[src/rtl/dc_blocker_pkg.sv]
// Shared widths and arithmetic helpers for the multi-channel DC blocker.
package dc_blocker_pkg;

  // Working width for the stage-B arithmetic; holds the full product of any
  // sensible DATA_W/COEF_W/FRAC/GUARD combination.
  localparam int unsigned MATH_W = 64;

  typedef logic signed [MATH_W-1:0] wide_t;

  // Width of the per-channel integrator state.
  function automatic int unsigned acc_width(input int unsigned data_w,
                                            input int unsigned frac,
                                            input int unsigned guard);
    return data_w + frac + guard;
  endfunction

  // Channel index width, never below one bit.
  function automatic int unsigned chan_width(input int unsigned num_ch);
    return (num_ch > 1) ? $clog2(num_ch) : 1;
  endfunction

  // Clamp a signed value to the range of a signed field of the given width.
  function automatic wide_t sat_signed(input wide_t value, input int unsigned width);
    wide_t hi;
    wide_t lo;
    hi = (wide_t'(1) <<< (width - 1)) - wide_t'(1);
    lo = -hi - wide_t'(1);
    if (value > hi) return hi;
    if (value < lo) return lo;
    return value;
  endfunction

  // Arithmetic right shift, rounding toward minus infinity.
  function automatic wide_t asr_trunc(input wide_t value, input int unsigned shift);
    return value >>> shift;
  endfunction

endpackage

[src/rtl/dc_state_ram.sv]
// Per-channel integrator state: async read, sync write, sync clear and
// write-to-read forwarding so a same-cycle reader sees the fresh value.
module dc_state_ram
  import dc_blocker_pkg::*;
#(
  parameter int unsigned NUM_CH = 4,
  parameter int unsigned CH_W   = 2,
  parameter int unsigned ACC_W  = 36
) (
  input  logic                    clk,
  input  logic                    rst,
  input  logic                    clear,
  input  logic [CH_W-1:0]         rd_chan,
  output logic signed [ACC_W-1:0] rd_data,
  input  logic                    wr_en,
  input  logic [CH_W-1:0]         wr_chan,
  input  logic signed [ACC_W-1:0] wr_data
);

  logic signed [ACC_W-1:0] mem [NUM_CH];

  // Storage update: reset/clear zero every channel and win over a writeback.
  always_ff @(posedge clk) begin
    if (rst || clear) begin
      for (int unsigned i = 0; i < NUM_CH; i++) mem[i] <= '0;
    end else if (wr_en) begin
      mem[wr_chan] <= wr_data;
    end
  end

  // Read port; forwarding is suppressed while a clear is pending so the
  // reader keeps the pre-clear value.
  always_comb begin
    rd_data = '0;
    if (32'(rd_chan) < NUM_CH) rd_data = mem[rd_chan];
    if (wr_en && !clear && (wr_chan == rd_chan)) rd_data = wr_data;
  end

endmodule

[src/rtl/dc_blocker_mc.sv]
// Time-multiplexed DC-removal filter: w = x + alpha*w', y = w - w'.
// Two-stage pipeline sharing one multiplier across all channels.
module dc_blocker_mc
  import dc_blocker_pkg::*;
#(
  parameter int unsigned DATA_W = 16,
  parameter int unsigned COEF_W = 16,
  parameter int unsigned FRAC   = 15,
  parameter int unsigned GUARD  = 5,
  parameter int unsigned NUM_CH = 4,
  localparam int unsigned CH_W  = chan_width(NUM_CH)
) (
  input  logic                     clk,
  input  logic                     rst,
  input  logic                     s_valid,
  output logic                     s_ready,
  input  logic signed [DATA_W-1:0] s_data,
  input  logic [CH_W-1:0]          s_chan,
  input  logic [COEF_W-1:0]        alpha,
  input  logic                     bypass,
  input  logic                     clear_state,
  output logic                     m_valid,
  input  logic                     m_ready,
  output logic signed [DATA_W-1:0] m_data,
  output logic [CH_W-1:0]          m_chan,
  output logic                     sat_flag
);

  localparam int unsigned ACC_W  = acc_width(DATA_W, FRAC, GUARD);
  localparam int unsigned PROD_W = ACC_W + COEF_W + 1;

  logic                     advance;
  logic                     accept;
  logic                     in_range;
  logic signed [ACC_W-1:0]  rd_state;
  logic signed [PROD_W-1:0] prod;
  logic                     wr_en;
  logic signed [ACC_W-1:0]  w_new;

  logic                     a_valid;
  logic                     a_bypass;
  logic                     a_in_range;
  logic signed [PROD_W-1:0] a_prod;
  logic signed [DATA_W-1:0] a_data;
  logic [CH_W-1:0]          a_chan;
  logic signed [ACC_W-1:0]  a_state;

  wide_t                    w_sum;
  wide_t                    w_sat;
  wide_t                    d_full;
  wide_t                    d_sat;
  logic                     w_clip;
  logic                     d_clip;
  logic signed [DATA_W-1:0] y;
  logic                     y_sat;

  assign advance  = !m_valid || m_ready;
  assign s_ready  = advance;
  assign accept   = s_valid && advance;
  assign in_range = 32'(s_chan) < NUM_CH;
  assign prod     = PROD_W'($signed({1'b0, alpha})) * PROD_W'(rd_state);
  assign wr_en    = advance && a_valid && a_in_range;

  dc_state_ram #(
    .NUM_CH(NUM_CH),
    .CH_W  (CH_W),
    .ACC_W (ACC_W)
  ) u_state (
    .clk    (clk),
    .rst    (rst),
    .clear  (clear_state),
    .rd_chan(s_chan),
    .rd_data(rd_state),
    .wr_en  (wr_en),
    .wr_chan(a_chan),
    .wr_data(w_new)
  );

  // Stage A: capture the accepted beat together with its product and state read.
  always_ff @(posedge clk) begin
    if (rst) begin
      a_valid    <= 1'b0;
      a_bypass   <= 1'b0;
      a_in_range <= 1'b0;
      a_prod     <= '0;
      a_data     <= '0;
      a_chan     <= '0;
      a_state    <= '0;
    end else if (advance) begin
      a_valid <= accept;
      if (accept) begin
        a_prod     <= prod;
        a_data     <= s_data;
        a_chan     <= s_chan;
        a_state    <= rd_state;
        a_bypass   <= bypass;
        a_in_range <= in_range;
      end
    end
  end

  // Stage B: integrate, differentiate and saturate; state is written even in bypass.
  always_comb begin
    w_sum  = (MATH_W'(a_data) <<< FRAC) + asr_trunc(MATH_W'(a_prod), FRAC);
    w_sat  = sat_signed(w_sum, ACC_W);
    w_clip = (w_sat != w_sum);
    d_full = asr_trunc(w_sat - MATH_W'(a_state), FRAC);
    d_sat  = sat_signed(d_full, DATA_W);
    d_clip = (d_sat != d_full);
    w_new  = ACC_W'(w_sat);
    y      = '0;
    y_sat  = 1'b0;
    if (a_in_range) begin
      if (a_bypass) begin
        y = a_data;
      end else begin
        y     = DATA_W'(d_sat);
        y_sat = w_clip || d_clip;
      end
    end
  end

  // Output register: loads on advance, holds while downstream stalls.
  always_ff @(posedge clk) begin
    if (rst) begin
      m_valid  <= 1'b0;
      m_data   <= '0;
      m_chan   <= '0;
      sat_flag <= 1'b0;
    end else if (advance) begin
      m_valid <= a_valid;
      if (a_valid) begin
        m_data   <= y;
        m_chan   <= a_chan;
        sat_flag <= y_sat;
      end
    end
  end

endmodule

[config.mk]
export PLATFORM = sky130hd
export DESIGN_NAME = dc_blocker_mc
export DESIGN_NICKNAME = d
export VERILOG_FILES = /design/src/rtl/dc_blocker_pkg.sv /design/src/rtl/dc_state_ram.sv /design/src/rtl/dc_blocker_mc.sv
export SDC_FILE = /design/constraint.sdc
export NUM_CORES = 2
export LEC_CHECK = 0
export BUFFER_PORTS_ARGS = -buffer_cell sky130_fd_sc_hd__buf_2
export CELL_PAD_IN_SITES_DETAIL_PLACEMENT = 1
export CELL_PAD_IN_SITES_GLOBAL_PLACEMENT = 1
export CORE_UTILIZATION = 55
export CTS_CLUSTER_DIAMETER = 150
export CTS_CLUSTER_SIZE = 25
export DETAILED_ROUTE_END_ITERATION = 7
export GPL_TIMING_DRIVEN = 0
export PLACE_DENSITY_LB_ADDON = 0.1
export SLEW_MARGIN = 20
export SYNTH_ARGS = -nofsm -noshare
export SYNTH_HDL_FRONTEND = slang
export SYNTH_SLANG_ARGS = --single-unit
[constraint.sdc]
create_clock -name clk -period 22.4 [get_ports clk]
set_input_delay 2.24 -clock clk [delete_from_list [all_inputs] [get_ports clk]]
set_output_delay 2.24 -clock clk [all_outputs]
set_load 0.01 [all_outputs]
==> flow_summary.toml <==
[timing]
final.min_clock_period_ns = 13.65
post-route-worst-setup-slack_ns = 8.75
setup-tns-final_ns = 0
timing.final.max_slew_violations = 0
setup-violations-final = 0
achievable-frequency_ghz = 0.0733
worst_slew_pin_slew_ns = 1.24
timing.slew.headroom = 0.167
worst_hold_check_slack_ns = 0.473
final_min_period_over_clock_period = 0.609
grt_setup_unrepaired = "false"
clock_skew_ns = 0.0340
finalHoldViolations = 0

[finish]
layout_cells_sized_above_1 = 0.0479
commonest_non_fill_non_tap_cells_in_the_layout = "inv_1, nand2_1, fa_1"
mostFrequentLayoutCell = "inv_1"
layout-area-overhead-vs-synth_pct = 5.75
nNetsFinal = 4667
post-route-cell-area_um2 = 36000
num-fill-cells = 7220

[clocking]
cts_inserted_buffers = 14
resized_cells_post_cts = 0
clk-insertion-delay-late_ns = 0.54
htreeDepth = 1
holdBufCountCts = 0
cts.clk_slew.worst_paths_ns = 0.10
post_cts_buffers = 0
clock_tree_from_tritoncts = "yes"
cts_sinks = 259
cts_max_path_buffers = 3
cts_root_buffer = "clkbuf_16"

[critical_path]
required_time_of_the_critical_path_ns = 22.83
timing.setup.critical_path_class = "reg -> reg"
setup.worst_path.end_class = "flop"
worst-path-max-fanout = 10
peak_per_stage_delay_on_the_critical_path_ns = 0.95
setup.worst_path.start_class = "flop"
cpMaxStageDelayCell = "o21ai_1"
wp_data_arrival_ns = 14.07

[drt]
initialDrtViolationCount = 2699
routedWlPerCell_um = 26.3
drt-vias-per-instance = 6.07
dr.pass1.iters = 6
postRouteWirelength_mm = 123
route.detailed.drc = 0
dr_total_vias = 28500
antenna_left = 0

[power_and_ir_drop]
leakagePower_nw = 16.3
max-vdd-ir-drop_mv = 0.240
power.density_cell_area_nw_per_um2 = 141

[logic_synthesis]
syn-instance-count = 3821
syn_nets = 4591
mappedNetlistArea_um2 = 34000
ys_types = 83
postSynthRegisterBits = 259
mean_area_per_synthesized_cell_um2 = 8.91
synth_edf_count = 144
ys_warn_count = 0
postSynth.topFlopCell = "edfxtp_1"
synth_async_sr_flop_share = 0
seq_area_frac_synth = 0.195

[grt]
grt_resource_usage_total = 0.401
grt_pass1_wl_mm = 187
largest_net_degree_at_the_start_of_global_routing = 27
antenna_found_initial = 6
global_route_congestion_overflow_total = 0
via_count_of_the_first_global_routing_pass = 30800

[place]
portBuffers = 49
place.detailed.hpwl_mm = 101
place.gp.congestion = 0.937
total_cell_area_at_the_placement_stage_um2 = 35600
placement.setup.worst_slack_ns = 9.29

[die]
die_x_um = 251
die_h_um = 251
standard_cell_core_area_um2 = 60800
num_io_pins = 61
dieArea_um2 = 62900
std_cell_rows = 90
floorplan.initialDensity = 0.560

[outcome]
status = "complete, no violations"

[run]
cap_viol_max_count = 0

[min_path]
min-delay-path-class = "reg -> reg"
[routing by layer]
| layer | global-route usage | share of wire |
|---|---|---|
| met3 | 0.0711 | 0.086 |
| met5 | 0 | 0 |
| met4 | 0.205 | 0.062 |
| met2 | 0.641 | 0.46 |
| met1 | 0.528 | 0.39 |
[stage by stage]
stage               power, W  std cells  utilization
finish               0.00507       4691        0.592
global route         0.00547       4687        0.592
CTS                  0.00500       4686        0.592
detailed placement   0.00467       4663        0.585
global placement     0.00450       4652        0.580
floorplan            0.00341       3821            -
[final timing paths]
| kind | from | to | slack (ns) | cells after the start |
|---|---|---|---|---|
| hold / removal | a_prod[43] | a_prod[43] | 0.47 | 2 |
| setup / recovery | a_data[15] | a_prod[52] | 8.75 | 43 |
| setup reg to reg | a_data[15] | a_prod[52] | 8.75 | 43 |
| hold reg to reg | a_prod[43] | a_prod[43] | 0.47 | 2 |
[state kept, by name, indices dropped and copies added, names as in the netlist]
name	count
m_valid	1
a_state	36
a_chan	2
a_data	16
m_chan	2
a_prod	38
m_data	16
a_in_range	1
a_valid	1
a_bypass	1
sat_flag	1
u_state.mem	144
[where the power goes]
part / leakage, nW / internal (W) / switching (W)
sequential: 2.55 / 0.000552 / 0.0000338
combinational: 13.6 / 0.00156 / 0.00262
clock: 0.200 / 0.000128 / 0.000175
[worst max-delay path, delay by kind of cell, from the launching register on]
| family | cells | cell delay [ns] |
|---|---|---|
| fa+ha+maj | 9 | 4.17 |
| flops | 1 | 0.57 |
| simple gates | 7 | 1.08 |
| compound gates | 17 | 5.50 |
| buf+inv | 10 | 2.16 |
[cells by family (layout without fill, tap and decap cells)]
logic type	count (synthesis)	after routing	share of synthesized area
fa+ha+maj	730	730	0.388
xor+xnor	74	74	0.0190
mux	39	39	0.0247
buf+inv	887	970	0.0987
flops	259	259	0.195
other cells	0	5	0
simple gates	1274	1274	0.170
compound gates	558	558	0.105
[cell type report]
type	count	area, um^2	share of cell area
antenna	5	12.5	0.000348
buffer	192	752	0.0209
clock buffer	22	402	0.0112
clock inverter	1	16.3	0.000452
inverter	695	2610	0.0725
multi-input combinational	2675	24200	0.671
sequential	259	6630	0.184
tap	782	978	0.0272
timing repair buffer	60	430	0.0120
[Yosys cell counts (all sizes together), types with 36 or more instances]
library cell / n / area, um^2
ha: 186 / 2330
a211oi: 47 / 363
fa: 544 / 10900
dfxtp: 115 / 2300
edfxtp: 144 / 4320
xnor2: 48 / 420
mux4: 36 / 811
a21o: 63 / 473
a21oi: 193 / 970
inv: 695 / 2610
clkbuf: 164 / 616
and2: 216 / 1350
nand2: 573 / 2150
nand3: 37 / 185
nor2: 296 / 1110
o21ai: 128 / 671
Note: power is estimated with default switching activity, not from simulation.
